<file path="src/rtl/dram_req_arbiter.sv">
//==============================================================================
// Module  : dram_req_arbiter
// Purpose : Two-client arbiter for the DRAM request/write-data FIFOs with in-order
//           read-data return. Optional macro DRAM_ARB_PRIO_EN selects fixed priority.
// Revision: 1.0
//==============================================================================
`default_nettype none

module dram_req_arbiter #(
    parameter int LOG_DRAM_SIZE = 6,
    parameter int PAGE_LEN      = 32,
    parameter int LOG_ADDR_SIZE = LOG_DRAM_SIZE - $clog2(PAGE_LEN),
    parameter int LOG_REQ_SIZE  = 1 + LOG_ADDR_SIZE,
    parameter int TAG_DEPTH     = 4
) (
    input  logic                     clk,
    input  logic                     rst_n,
    input  logic                     c0_req_valid,
    input  logic                     c0_req_we,
    input  logic [LOG_ADDR_SIZE-1:0] c0_req_addr,
    input  logic [PAGE_LEN-1:0]      c0_wdata,
    output logic                     c0_req_ready,
    output logic                     c0_rd_valid,
    output logic [PAGE_LEN-1:0]      c0_rd_data,
    input  logic                     c1_req_valid,
    input  logic                     c1_req_we,
    input  logic [LOG_ADDR_SIZE-1:0] c1_req_addr,
    input  logic [PAGE_LEN-1:0]      c1_wdata,
    output logic                     c1_req_ready,
    output logic                     c1_rd_valid,
    output logic [PAGE_LEN-1:0]      c1_rd_data,
    output logic                     frq_write_en,
    output logic [LOG_REQ_SIZE-1:0]  frq_write_data,
    input  logic                     frq_full,
    output logic                     fin_write_en,
    output logic [PAGE_LEN-1:0]      fin_write_data,
    input  logic                     fin_full,
    output logic                     fout_read_en,
    input  logic [PAGE_LEN-1:0]      fout_read_data,
    input  logic                     fout_empty,
    output logic                     error
);

    localparam int PTR_W = $clog2(TAG_DEPTH);
    localparam int CNT_W = PTR_W + 1;
    localparam logic [CNT_W-1:0] C_TAG_FULL = CNT_W'(TAG_DEPTH);

    typedef enum logic [0:0] {IDLE  = 1'b0, ISSUE = 1'b1} issue_state_t;
    typedef enum logic [0:0] {RIDLE = 1'b0, RPOP  = 1'b1} ret_state_t;

    issue_state_t              issue_state_q, issue_state_d;
    ret_state_t                ret_state_q,   ret_state_d;
    logic                      last_grant_q,  last_grant_d;
    logic                      gnt_client_q,  gnt_client_d;
    logic                      frq_we_q,      frq_we_d;
    logic [LOG_REQ_SIZE-1:0]   frq_data_q,    frq_data_d;
    logic                      fin_we_q,      fin_we_d;
    logic [PAGE_LEN-1:0]       fin_data_q,    fin_data_d;
    logic                      fout_re_q,     fout_re_d;
    logic                      c0_rdv_q,      c0_rdv_d;
    logic                      c1_rdv_q,      c1_rdv_d;
    logic [PAGE_LEN-1:0]       c0_rdd_q,      c0_rdd_d;
    logic [PAGE_LEN-1:0]       c1_rdd_q,      c1_rdd_d;
    logic                      error_q,       error_d;
    logic [TAG_DEPTH-1:0]      tag_mem_q,     tag_mem_d;
    logic [PTR_W-1:0]          tag_wr_q,      tag_wr_d;
    logic [PTR_W-1:0]          tag_rd_q,      tag_rd_d;
    logic [CNT_W-1:0]          tag_cnt_q,     tag_cnt_d;

    logic w_tags_avail;
    logic w_c0_elig;
    logic w_c1_elig;
    logic w_sel;
    logic w_tag_push;
    logic w_tag_pop;

    assign w_tags_avail = (tag_cnt_q != C_TAG_FULL);
    assign w_c0_elig    = c0_req_valid && !frq_full && (c0_req_we ? !fin_full : w_tags_avail);
    assign w_c1_elig    = c1_req_valid && !frq_full && (c1_req_we ? !fin_full : w_tags_avail);
    // The ISSUE cycle still holds the granted request word, so bit 0 tells read from write.
    assign w_tag_push   = (issue_state_q == ISSUE) && !frq_data_q[0];

    always_comb begin
        w_sel = 1'b0;
        if (w_c0_elig && w_c1_elig) begin
`ifdef DRAM_ARB_PRIO_EN
            w_sel = 1'b0;
`else
            w_sel = ~last_grant_q;
`endif
        end else if (w_c1_elig) begin
            w_sel = 1'b1;
        end
    end

    // Issue FSM
    always_comb begin
        issue_state_d = issue_state_q;
        last_grant_d  = last_grant_q;
        gnt_client_d  = gnt_client_q;
        frq_we_d      = 1'b0;
        frq_data_d    = frq_data_q;
        fin_we_d      = 1'b0;
        fin_data_d    = fin_data_q;
        c0_req_ready  = 1'b0;
        c1_req_ready  = 1'b0;
        case (issue_state_q)
            IDLE: begin
                if (w_c0_elig || w_c1_elig) begin
                    c0_req_ready  = !w_sel;
                    c1_req_ready  = w_sel;
                    last_grant_d  = w_sel;
                    gnt_client_d  = w_sel;
                    frq_we_d      = 1'b1;
                    frq_data_d    = w_sel ? {c1_req_addr, c1_req_we} : {c0_req_addr, c0_req_we};
                    fin_we_d      = w_sel ? c1_req_we : c0_req_we;
                    if (w_sel ? c1_req_we : c0_req_we) begin
                        fin_data_d = w_sel ? c1_wdata : c0_wdata;
                    end
                    issue_state_d = ISSUE;
                end
            end
            ISSUE: begin
                issue_state_d = IDLE;
            end
            default: begin
                issue_state_d = IDLE;
            end
        endcase
    end

    // Return FSM
    always_comb begin
        ret_state_d = ret_state_q;
        fout_re_d   = 1'b0;
        c0_rdv_d    = 1'b0;
        c1_rdv_d    = 1'b0;
        c0_rdd_d    = c0_rdd_q;
        c1_rdd_d    = c1_rdd_q;
        error_d     = error_q;
        w_tag_pop   = 1'b0;
        case (ret_state_q)
            RIDLE: begin
                if (!fout_empty) begin
                    if (tag_cnt_q != '0) begin
                        fout_re_d   = 1'b1;
                        w_tag_pop   = 1'b1;
                        ret_state_d = RPOP;
                        if (tag_mem_q[tag_rd_q]) begin
                            c1_rdv_d = 1'b1;
                            c1_rdd_d = fout_read_data;
                        end else begin
                            c0_rdv_d = 1'b1;
                            c0_rdd_d = fout_read_data;
                        end
                    end else begin
                        error_d = 1'b1;
                    end
                end
            end
            RPOP: begin
                ret_state_d = RIDLE;
            end
            default: begin
                ret_state_d = RIDLE;
            end
        endcase
    end

    // In-order tag queue; pointers wrap naturally since TAG_DEPTH is a power of two.
    always_comb begin
        tag_mem_d = tag_mem_q;
        tag_wr_d  = tag_wr_q;
        tag_rd_d  = tag_rd_q;
        tag_cnt_d = tag_cnt_q;
        if (w_tag_push) begin
            tag_mem_d[tag_wr_q] = gnt_client_q;
            tag_wr_d            = tag_wr_q + PTR_W'(1);
        end
        if (w_tag_pop) begin
            tag_rd_d = tag_rd_q + PTR_W'(1);
        end
        if (w_tag_push && !w_tag_pop) begin
            tag_cnt_d = tag_cnt_q + CNT_W'(1);
        end else if (!w_tag_push && w_tag_pop) begin
            tag_cnt_d = tag_cnt_q - CNT_W'(1);
        end
    end

    always_ff @(posedge clk or negedge rst_n) begin
        if (!rst_n) begin
            issue_state_q <= IDLE;
            ret_state_q   <= RIDLE;
            last_grant_q  <= 1'b1;
            gnt_client_q  <= 1'b0;
            frq_we_q      <= 1'b0;
            frq_data_q    <= '0;
            fin_we_q      <= 1'b0;
            fin_data_q    <= '0;
            fout_re_q     <= 1'b0;
            c0_rdv_q      <= 1'b0;
            c1_rdv_q      <= 1'b0;
            c0_rdd_q      <= '0;
            c1_rdd_q      <= '0;
            error_q       <= 1'b0;
            tag_mem_q     <= '0;
            tag_wr_q      <= '0;
            tag_rd_q      <= '0;
            tag_cnt_q     <= '0;
        end else begin
            issue_state_q <= issue_state_d;
            ret_state_q   <= ret_state_d;
            last_grant_q  <= last_grant_d;
            gnt_client_q  <= gnt_client_d;
            frq_we_q      <= frq_we_d;
            frq_data_q    <= frq_data_d;
            fin_we_q      <= fin_we_d;
            fin_data_q    <= fin_data_d;
            fout_re_q     <= fout_re_d;
            c0_rdv_q      <= c0_rdv_d;
            c1_rdv_q      <= c1_rdv_d;
            c0_rdd_q      <= c0_rdd_d;
            c1_rdd_q      <= c1_rdd_d;
            error_q       <= error_d;
            tag_mem_q     <= tag_mem_d;
            tag_wr_q      <= tag_wr_d;
            tag_rd_q      <= tag_rd_d;
            tag_cnt_q     <= tag_cnt_d;
        end
    end

    assign frq_write_en   = frq_we_q;
    assign frq_write_data = frq_data_q;
    assign fin_write_en   = fin_we_q;
    assign fin_write_data = fin_data_q;
    assign fout_read_en   = fout_re_q;
    assign c0_rd_valid    = c0_rdv_q;
    assign c1_rd_valid    = c1_rdv_q;
    assign c0_rd_data     = c0_rdd_q;
    assign c1_rd_data     = c1_rdd_q;
    assign error          = error_q;

endmodule

`default_nettype wire

</file>
<file path="config.mk">
export PLATFORM = sky130hd
export DESIGN_NAME = dram_req_arbiter
export DESIGN_NICKNAME = d
export VERILOG_FILES = /design/src/rtl/dram_req_arbiter.sv
export SDC_FILE = /design/constraint.sdc
export NUM_CORES = 1
export LEC_CHECK = 0
export ABC_AREA = 1
export CAP_MARGIN = 0
export CORE_ASPECT_RATIO = 1.4
export CORE_MARGIN = 2
export CORE_UTILIZATION = 46
export DETAILED_ROUTE_END_ITERATION = 16
export HOLD_SLACK_MARGIN = 0.12
export PLACE_DENSITY_LB_ADDON = 0.15
export SYNTH_ARGS = -nofsm -noshare
export SYNTH_HDL_FRONTEND = slang
export SYNTH_SLANG_ARGS = --single-unit
</file>
<file path="constraint.sdc">
create_clock -name clk -period 3.6 [get_ports clk]
set_input_delay 0.72 -clock clk [delete_from_list [all_inputs] [get_ports clk]]
set_output_delay 0.72 -clock clk [all_outputs]
set_load 0.005 [all_outputs]
</file>
# Word level (Yosys, flattened, before mapping)

Index checks and enable logic that the tools add are counted.

Add/sub/neg operators: 4
Magnitude comparators: 3
Equal/unequal tests: 1
Muxes and demuxes: 35
Bitwise operators: 6
Reduce and logical (&&, ||, !) cells: 23

Operators with widths:

| kind                | number |
|---|---|
| $mux 32             | 1 |
| $mux 1              | 26 |
| $logic_and 1x1->1   | 9 |
| $reduce_and 4->1    | 2 |
| $logic_not 1->1     | 6 |
| $lt 2x3->1 const B  | 2 |
| $mux 3              | 2 |
| $not 1->1           | 6 |
| $reduce_and 3->1    | 2 |
| $add 2x1->2 const B | 2 |
| $bwmux 4            | 1 |
| $pmux 1 s2          | 2 |
| $add 3x1->3 const B | 1 |
| $ne 3x3->1 const B  | 1 |
| $reduce_bool 3->1   | 1 |
| $sub 3x1->3 const B | 1 |
| $bmux 1 s2          | 1 |
| $demux 1 s2         | 1 |
| $ge 2x1->1 const B  | 1 |
| $mux 2              | 1 |
| $reduce_and 2->1    | 1 |
| $reduce_bool 2->1   | 1 |
| $logic_or 1x1->1    | 1 |

Bits in registers: 119
Output and inout port bits: 106
Logic and storage cells: 90

# Logic depth before layout (Yosys ltp)

Depth after elaboration: 8
Gate-level depth with buffers: 12
Depth with buffers taken out: 11

# Least setup slack after synthesis

Ideal clock, no wire load.

Kind: input to output
Start: in frq_full
End: out c1_req_ready
Arrival: 1,363 ps
Required time: 2,880 ps
Setup slack: 1,517 ps
Stages on the path: 8
Buffers on the path: 0
Cell sequence: inv_2 -> nand2_1 -> nor2_2 -> nand3_2 -> nand2_4 -> inv_1 -> nand2_1 -> inv_1

Cells in the longest elaborated chain, start to end: 7
Elaborated cells between the ends (all ways): 11

RTL lines:

| item                                                     | RTL line | RTL |
|---|---|---|
| start: declaration                                       | 34       | `input logic frq_full,` |
| $logic_not 1->1 *                                        | 78, 79   |  |
| $logic_and 1x1->1, on equally long branches (2 in a row) | 79, 78   |  |
| $mux 1 / $logic_and 1x1->1 (equally long branches)       | 91, 85   |  |
| $mux 1                                                   | 85       | `if (w_c0_elig && w_c1_elig) begin` |
| $mux 1 *                                                 | 109      | `if (w_c0_elig \|\| w_c1_elig) begin` |
| $mux 1 *                                                 | 107      | `case (issue_state_q)` |
| end: declaration                                         | 29       | `output logic c1_req_ready,` |

Every way passes the cells marked *; elsewhere a longest branch is shown, timed or not.

# Worst setup path after layout

Start: in c0_req_we
End: out c0_req_ready

Cells in the longest elaborated chain, start to end: 7
Elaborated cells between the ends (all ways): 8

RTL lines:

| item                | RTL line | RTL |
|---|---|---|
| start: declaration  | 19       | `input logic c0_req_we,` |
| $mux 1 *            | 78       | `assign w_c0_elig = c0_req_valid && !frq_full && (c0_req_we ? !fin_full : w_tags_avail);` |
| $logic_and 1x1->1 * | 78       |  |
| $logic_and 1x1->1   | 85       |  |
| $mux 1              | 85       |  |
| $logic_not 1->1     | 110      | `c0_req_ready = !w_sel;` |
| $mux 1 *            | 109      |  |
| $mux 1 *            | 107      |  |
| end: declaration    | 22       | `output logic c0_req_ready,` |

Marked as above.

==> results.txt <==
Die Area -> 12000 um2
TritonRoute pass-1 iters -> 5
root buffer cell -> clkbuf_16
Antenna Violating Nets Remaining -> 0
net load switching power -> 1.96 mW
largest family of logic cells by synthesized area -> simple AND/OR/NAND/NOR gates
Seq pwr share -> 36.6%
H-tree depth -> 4
# setup viols final -> 0
via count -> 4673
Compound-Gate Fraction of Synth Area -> 6.97%
register area share after synthesis -> 57.1%
WL final -> 12800 um
WP buf/inv -> 3
Most Crowded Layer GR -> met2
Most Frequent Cell on Critical Path -> nand2_1
Synth area leaders -> dfrtp_1, nand2_1, nand3_1
Achievable Freq -> 323 MHz
combinational share of power -> 38.4%
Critical Path Start Type -> input port
wire length per cell -> 13.4 um
distinct cell type count after synthesis -> 25
Detailed Place HPWL -> 9290 um
Sum Neg Setup Slack -> 0 ns
#FFs+latches synth -> 117
grt met2 use -> 36.6%
clk_skew -> 0.0120 ns
CP arrival -> 2.37 ns
layout cells sized above 1 -> 6.86%
RSZ-0062 raised after global routing -> false
reg2reg setup slack -> 1.27 ns
post-synth top area share -> 56.6%
Post-Synth XOR/XNOR Area -> 0.853%
final slew viol count -> 0
Post-synth top cells -> nand2_1, dfrtp_1, nand3_1
syn nets -> 710
Net Sw Frac -> 31.7%
Initial Utilization -> 47.2%
Rows -> 45
top-count cell post-synth -> nand2_1
Worst slew margin -> 52.8%
Ys Warns -> 0
CP peak stage delay -> 0.53 ns
GR Util All Layers -> 21.8%
crit path cell chain -> clkdlybuf4s50_1 -> nand2_1 -> inv_2 -> nor2_2 -> nand2_1 -> nand2_1 -> nand2_1 -> nor2_1 -> clkdlybuf4s50_1
worst slew pin tran -> 0.708 ns
fin crit period -> 3.09 ns
post-synthesis cell count -> 597
status -> finished, final reports clean
multiplexer share of the synthesized area -> 0.219%
CP Max Fanout -> 5
post-CTS resize count -> 0
clock share of power -> 25.0%
hold_ws -> 0.359 ns
Main synth FF type -> dfrtp_1
Post-synth EDFFs -> 0
Die Span X -> 93.3 um
pin count of the biggest net entering global routing -> 66
initial antenna violation count -> 0
Ant. Diodes -> 0
Post-CTS Setup Inserts -> 0
critical path start-end classification -> input port to output port
CTS tree -> yes
synthesized area per cell -> 8.59 um2
R2R depth -> 9
die height -> 129 um
Storage cell area -> 2930 um2
largest area contributor in the netlist -> dfrtp_1
clock slew at reported path FFs -> 0.06 ns
final worst-path cycle share -> 85.9%
area growth from synthesis to layout -> 53.1%
M3 GR Usage -> 8.43%
Fill cells -> 814
DRT iter0 DRCs -> 193
Mapped Area -> 5130 um2
WP depth -> 9
HP Class -> input port to async pin
via density per instance -> 4.88
GP Congestion -> 0.792
cts-stage hold buffer count -> 0
first-pass GRT wire length -> 20700 um
post-route cell area -> 7860 um2
buffers added on ports -> 212
Area after DPL -> 7300 um2
number of global-route vias before repair -> 4464
CP top delay family -> buffers and inverters
Final Hold Viols -> 0
Bufs on Longest Clock Path -> 2
Slowest-stage cell, CP -> clkdlybuf4s50_1
DRC errors left -> 0
Ports -> 213
gr ovfl total -> 0
Internal Dissipation -> 4.22 mW
CTS Sinks -> 117
pwr dens -> 787 nW/um2
CTS buffer count -> 17
area of the multi-input gates -> 1810 um2
Leakage -> 3.85 nW
Final Net Count -> 916
core box area -> 10900 um2
worst skew pair latency -> 0.40 ns
maximum VDD drop -> 0.358 mV
Async SR Flop Fraction -> 100%
worst endpoint required time -> 2.88 ns
Adder-Cell Fraction of Synth Area -> 1.61%
max_cap viols -> 0
met1 usage -> 25.5%
CP Capture Type -> output port
Simple-Gate Fraction of Synth Area -> 25.6%
fin util -> 72.3%
-- metal layers --
metal	up-vias	routed length, um
met5	-	0
met4	0	205
met3	13	1140
met2	198	6460
met1	2164	5030
li1	2298	-
-- flip-flops by register name, summed over array words and instances (netlist names) --
signal / count
tag_mem_q: 4
c1_rd_data: 32
gnt_client_q: 1
fin_write_data: 32
frq_write_data: 2
c0_rd_data: 32
error: 1
fin_write_en: 1
c1_rd_valid: 1
last_grant_q: 1
tag_cnt_q: 3
fout_read_en: 1
tag_rd_q: 2
c0_rd_valid: 1
tag_wr_q: 2
frq_write_en: 1
-- layout by cell type (no fill, tap or decap), drive strengths merged, types with 2 or more instances in the layout --
cell,instances
inv,54
o21ai,70
nand3,71
nand2,231
xnor2,2
clkinvlp,5
dfrtp,116
nor2,8
ha,5
xor2,3
nor3,2
clkinv,5
buf,8
clkbuf,20
clkdlybuf4s50,211
-- worst paths after layout --
path                                     end    startpoint
max in group asynchronous       last_grant_q         rst_n
hold / removal                 c0_rd_data[8]         rst_n
setup / recovery                c0_req_ready     c0_req_we
hold reg to reg                        error         error
min in group clk                       error         error
setup reg to reg           fin_write_data[2]  tag_cnt_q[0]
-- cells by family (layout without fill, tap and decap cells) --
| group | count (synthesis) | count (layout) |
|---|---|---|
| and+or+nand+nor | 312 | 312 |
| DFF | 117 | 117 |
| buffers and inverters | 85 | 304 |
| AOI/OAI and AO/OA | 71 | 71 |
| adders and majority gates | 6 | 6 |
| xor gates and xnor gates | 5 | 5 |
| muxes | 1 | 1 |
-- layout make-up --
class | instances | area share, %
sequential | 117 | 37.3
tap | 141 | 2.25
clock buffer | 20 | 5.69
multi-input combinational | 395 | 23.1
timing repair buffer | 219 | 27.8
inverter | 53 | 2.53
clock inverter | 12 | 1.39
-- per-stage QoR --
| step | total power [mW] | std cells | setup WS [ns] |
|---|---|---|---|
| 6_report | 6.18 | 957 | 0.507 |
| 5_1_grt | 6.62 | 957 | 0.371 |
| 4_1_cts | 6.26 | 957 | 0.479 |
| 3_5_place_dp | 4.67 | 925 | 0.483 |
| 3_3_place_gp | 4.57 | 925 | 0.523 |
| 2_1_floorplan | 3.24 | 597 | 1.52 |
-- power groups by stage --
stage / clock network, mW / logic [mW] / registers, mW
CTS: 1.57 / 2.42 / 2.27
global route: 1.64 / 2.64 / 2.35
finish: 1.54 / 2.37 / 2.26
detailed placement: 0 / 2.39 / 2.28
floorplan: 0 / 0.954 / 2.29
global placement: 0 / 2.33 / 2.25
Note: power is estimated with default switching activity, not from simulation.
==> RTL edit 1: new RTL, same flow settings <==
Add a define of `DRAM_ARB_PRIO_EN`.
--- a/src/rtl/dram_req_arbiter.sv
+++ b/src/rtl/dram_req_arbiter.sv
@@ -6,4 +6,6 @@
 //==============================================================================
 `default_nettype none
+
+`define DRAM_ARB_PRIO_EN
 
 module dram_req_arbiter #(
Behaviour: not the same (a bounded check fails within 4 cycles, from zero or initial values and one cycle with rst_n low).
==> RTL edit 1 against the original RTL <==
  * Synthesized area decreased by 1.0%
  * Sequential cell count decreased by 1
  * Clock skew decreased by 0.0034 ns
  * Setup slack better by 0.14 ns
  * Cell area increased by 0.73%
  * Die area is 0.98% lower
  * Power rose by 5.3%
  * Cell count decreased by 0.21%
  * Count of clock-buffer cells in the layout rose by 2
  * Routed wire length increased by 6.0%
==> RTL edit 1: results (changes against the original RTL) <==
| Metric | Value |
|---|---|
| Mux cell area share after synthesis | 0.222% (+0.0023 points) |
| R2R Setup Slk | 1.48 ns (+0.21 ns) |
| Worst-skew pair later-pin latency | 0.40 ns (about the same) |
| Initial drt markers | 223 (+16%) |
| Family with the most delay on the worst path | buffers and inverters |
| Metal3 WL | 1060 um (-6.9%) |
| GRT Total Usage | 23.3% (+1.5 points) |
| Worst Path Max Fanout | 3 (-2) |
| Worst R2R End | fin_write_data[2] |
| Global-route wire length before repair | 21900 um (+5.6%) |
| CP arrival | 2.23 ns (-0.14 ns) |
| Synth Net Count | 708 (-0.28%) |
| Max IR drop VDD | 346 uV (-3.4%) |
| Total net switching power | 1.97 mW (+0.59%) |
| Met2 wire len | 6810 um (+5.4%) |
| Fillers | 807 (-0.86%) |
| Crit path to | c0_req_ready |
| Clk pwr | 1.82 mW (+18%) |
| DP HPWL | 9540 um (+2.6%) |
| Reg2reg path depth | 11 (+2) |
| Setup violations, final | 0 (unchanged) |
| Vias in the first global route | 4648 (+4.1%) |
| Synth area leaders | dfrtp_1 (57%), nand2_1 (17%), nand3_1 (6.9%), o21ai_0 (6.4%), inv_1 (3.8%) |
| H-tree levels | 4 (unchanged) |
| Ratio of cells with drive above 1 in the final layout | 6.02% (-0.84 points) |
| Outcome | finished clean |
| P_leak | 3.88 nW (+0.89%) |
| Routed vias | 4705 (+0.68%) |
| GPL Wtd Cong | 0.803 (+1.5%) |
| Metal-1 WL | 5620 um (+12%) |
| Final net count | 914 (-0.22%) |
| Crit path from | c0_req_we |
| Register area share after synthesis | 57.2% (+0.073 points) |
| Global-route met3 utilization | 8.29% (-0.14 points) |
| Initial antenna violation count | 0 (unchanged) |
| Fin Hold WS | 0.345 ns (-0.0141 ns) |
| Final WL | 13600 um (+6.0%) |
| Clock skew | 0.00862 ns (-0.00337 ns) |
| M2 GR Usage | 39.2% (+2.6 points) |
| DR pass1 iterations | 4 (-1) |
| DR top layer | met4 |
| Clock slew at reported path FFs | 0.05 ns |
| Synth Area in XOR/XNOR | 0.862% (+0.0088 points) |
| Slew @ Worst Pin | 0.649 ns (-0.0589 ns) |
| Largest net degree at the start of global routing | 68 (+3.0%) |
| Sequential share of power | 35.3% (-1.3 points) |
| Adder and majority gate portion of the synthesized area | 1.63% (+0.017 points) |
| Met1 Use GR | 28.4% (+2.8 points) |
| Synth Area in Compound Gates | 7.39% (+0.42 points) |
| Synth cell count leaders | nand2_1 (224), dfrtp_1 (116), nand3_1 (70) |
[RTL edit 1: area by class of cell]
cell class                 instances  area [sq um]  share of cell area (%)
sequential                       116          2900                    36.7
timing repair buffer             220          2190                    27.7
multi-input combinational        393          1800                    22.8
clock buffer                      22           464                    5.87
inverter                          53           199                    2.51
clock inverter                    10           178                    2.25
tap                              141           176                    2.23
[RTL edit 1: stage by stage]
| step | setup WS (ns) | utilization (%) | instance area [sq um] | std cells | power (mW) |
|---|---|---|---|---|---|
| after floorplan | 1.35 | - | 5080 | 595 | 3.20 |
| after global placement | 0.677 | 67.3 | 7270 | 923 | 4.59 |
| after detailed placement | 0.638 | 67.3 | 7270 | 923 | 4.70 |
| after CTS | 0.637 | 73.2 | 7910 | 955 | 6.57 |
| after global routing | 0.550 | 73.2 | 7910 | 955 | 6.94 |
| final | 0.646 | 73.2 | 7910 | 955 | 6.51 |
==> RTL edit 2: new RTL, config.mk and constraints unchanged <==
Made on the original files. `fin_data_q` no longer has a reset.
--- a/src/rtl/dram_req_arbiter.sv
+++ b/src/rtl/dram_req_arbiter.sv
@@ -197,5 +197,4 @@
             frq_data_q    <= '0;
             fin_we_q      <= 1'b0;
-            fin_data_q    <= '0;
             fout_re_q     <= 1'b0;
             c0_rdv_q      <= 1'b0;
@@ -216,5 +215,4 @@
             frq_data_q    <= frq_data_d;
             fin_we_q      <= fin_we_d;
-            fin_data_q    <= fin_data_d;
             fout_re_q     <= fout_re_d;
             c0_rdv_q      <= c0_rdv_d;
@@ -230,4 +228,8 @@
     end
 
+    always_ff @(posedge clk) begin
+        fin_data_q <= fin_data_d;
+    end
+
     assign frq_write_en   = frq_we_q;
     assign frq_write_data = frq_data_q;
Formal check against the unedited RTL: not equivalent (Yosys sat finds a counterexample within 4 cycles, from zero or initial values and one cycle with rst_n low).
==> RTL edit 2 against the original RTL <==
  * Power is 4.5% lower
  * Routed wire length is 2.4% lower
  * Cell area fell by 0.78%
  * First-iteration DRC count increased by 22%
  * Critical endpoint unchanged
  * Synthesized area fell by 2.0%
  * Combinational power shrank 13%
  * Sequential cell count stayed put
  * Largest power group is now registers
  * Setup slack got worse by 0.27 ns
==> RTL edit 2: results (changes against the original RTL) <==
| Metric | Value |
|---|---|
| Outcome | finished clean |
| Fraction of registers with async set/reset | 72.6% (-27 points) |
| Final net count | 819 (-11%) |
| # resized after CTS | 0 (unchanged) |
| Initial drt markers | 236 (+22%) |
| Largest net degree at the start of global routing | 86 (+30%) |
| Global-route wire length before repair | 20000 um (-3.3%) |
| R2R Setup Slk | 1.29 ns (+0.02 ns) |
| Vias in the first global route | 4230 (-5.2%) |
| Post-synth EDFFs | 32 (+32) |
| Worst relative slew slack | 29.4% (-23 points) |
| DP Area | 7180 sq um (-1.7%) |
| Worst-skew pair later-pin latency | 0.40 ns (about the same) |
| Slowest stage delay, CP | 0.53 ns (about the same) |
| Reg2reg path depth | 11 (+2) |
| Synth cell count leaders | nand2_1 (180), dfrtp_1 (84), inv_1 (53) |
| Clock skew | 0.00949 ns (-0.00250 ns) |
| Synth area leaders | dfrtp_1 (42%), edfxtp_1 (19%), nand2_1 (13%), o21ai_2 (8.0%), inv_1 (4.0%) |
| Worst R2R End | fin_write_data[6] |
| DP HPWL | 9000 um (-3.2%) |
| Fin Hold WS | 0.478 ns (+0.120 ns) |
| DR vias/cell | 4.77 (-2.3%) |
| Worst reg2reg path startpoint | tag_cnt_q[0] |
| Drt wl/cell | 14.6 um (+8.6%) |
| Hold wc startpoint | error |
| CP arrival | 2.64 ns (+0.27 ns) |
| DR pass1 iterations | 6 (+1) |
| Tot Pwr | 5.91 mW (-4.5%) |
| GRT Total Usage | 22.1% (+0.32 points) |
| Synth cell types | 25 (unchanged) |
| Type of the tightest min-delay check | flip-flop to flip-flop |
| Ratio of cells with drive above 1 in the final layout | 14.5% (+7.6 points) |
| Initial antenna violation count | 1 (+1) |
| Sequential share of power | 36.3% (-0.3 points) |
| Synth Net Count | 604 (-15%) |
| Switching Fraction | 30.0% (-1.7 points) |
| P_leak | 3.58 nW (-6.8%) |
| PortBufs | 212 (unchanged) |
| Dpl ws | 0.295 ns (-0.188 ns) |
| Register area share after synthesis | 61.4% (+4.3 points) |
| Max IR drop VDD | 356 uV (-0.60%) |
| GPL Wtd Cong | 0.935 (+18%) |
| Combinational Power | 2.06 mW (-13%) |
## RTL edit 2: logic make-up after synthesis
logic type                 after synthesis  share of synthesized area [%]
xor gates and xnor gates                 5                          0.871
adders and majority gates                6                           1.64
DFF                                    117                           61.4
AOI/OAI and AO/OA                       72                           10.6
muxes                                    1                          0.224
and+or+nand+nor                        216                           17.6
buffers and inverters                   74                           7.66
## RTL edit 2: layout make-up
type	count	area, sq um
diodes	1	2.50
clock buffers	23	520
clock inverters	8	92.6
fillers	766	2960
inverters	54	203
multi-input cells	300	1560
flip-flops and latches	117	3090
well taps	141	176
repair buffers	216	2150
## RTL edit 2: worst max-delay path: cells and delay by family
family                 cells  cell delay [ns]
and+or+nand+nor            4             0.43
buffers and inverters      4             1.18
AOI/OAI and AO/OA          1             0.32
## RTL edit 2: worst max-delay path by stage
stage                          from           endpoint  slack, ns  cells after the start
after floorplan            frq_full  fin_write_data[0]       1.18                      9
after global placement    c0_req_we       c0_req_ready       0.37                      9
after detailed placement  c0_req_we       c0_req_ready       0.30                      9
after CTS                 c0_req_we       c0_req_ready       0.28                      9
after global routing      c1_req_we       c0_req_ready       0.18                      9
final                     c0_req_we       c0_req_ready       0.24                      9
## RTL edit 2: per-layer routing
layer  vias to the layer above  part of all wire [%]  GRT usage [%]
met5                         -                     0              0
met4                         0                   3.0           9.83
met3                        26                    11           10.8
met2                       197                    50           37.9
met1                      1906                    36           22.8
li1                       1975                     -              -
## RTL edit 2: metrics by stage
| step | cells | utilization [%] |
|---|---|---|
| finish | 860 | 72.5 |
| CTS | 859 | 72.5 |
| floorplan | 491 | - |
| detailed placement | 828 | 66.8 |
| global route | 860 | 72.5 |
| global placement | 828 | 66.8 |
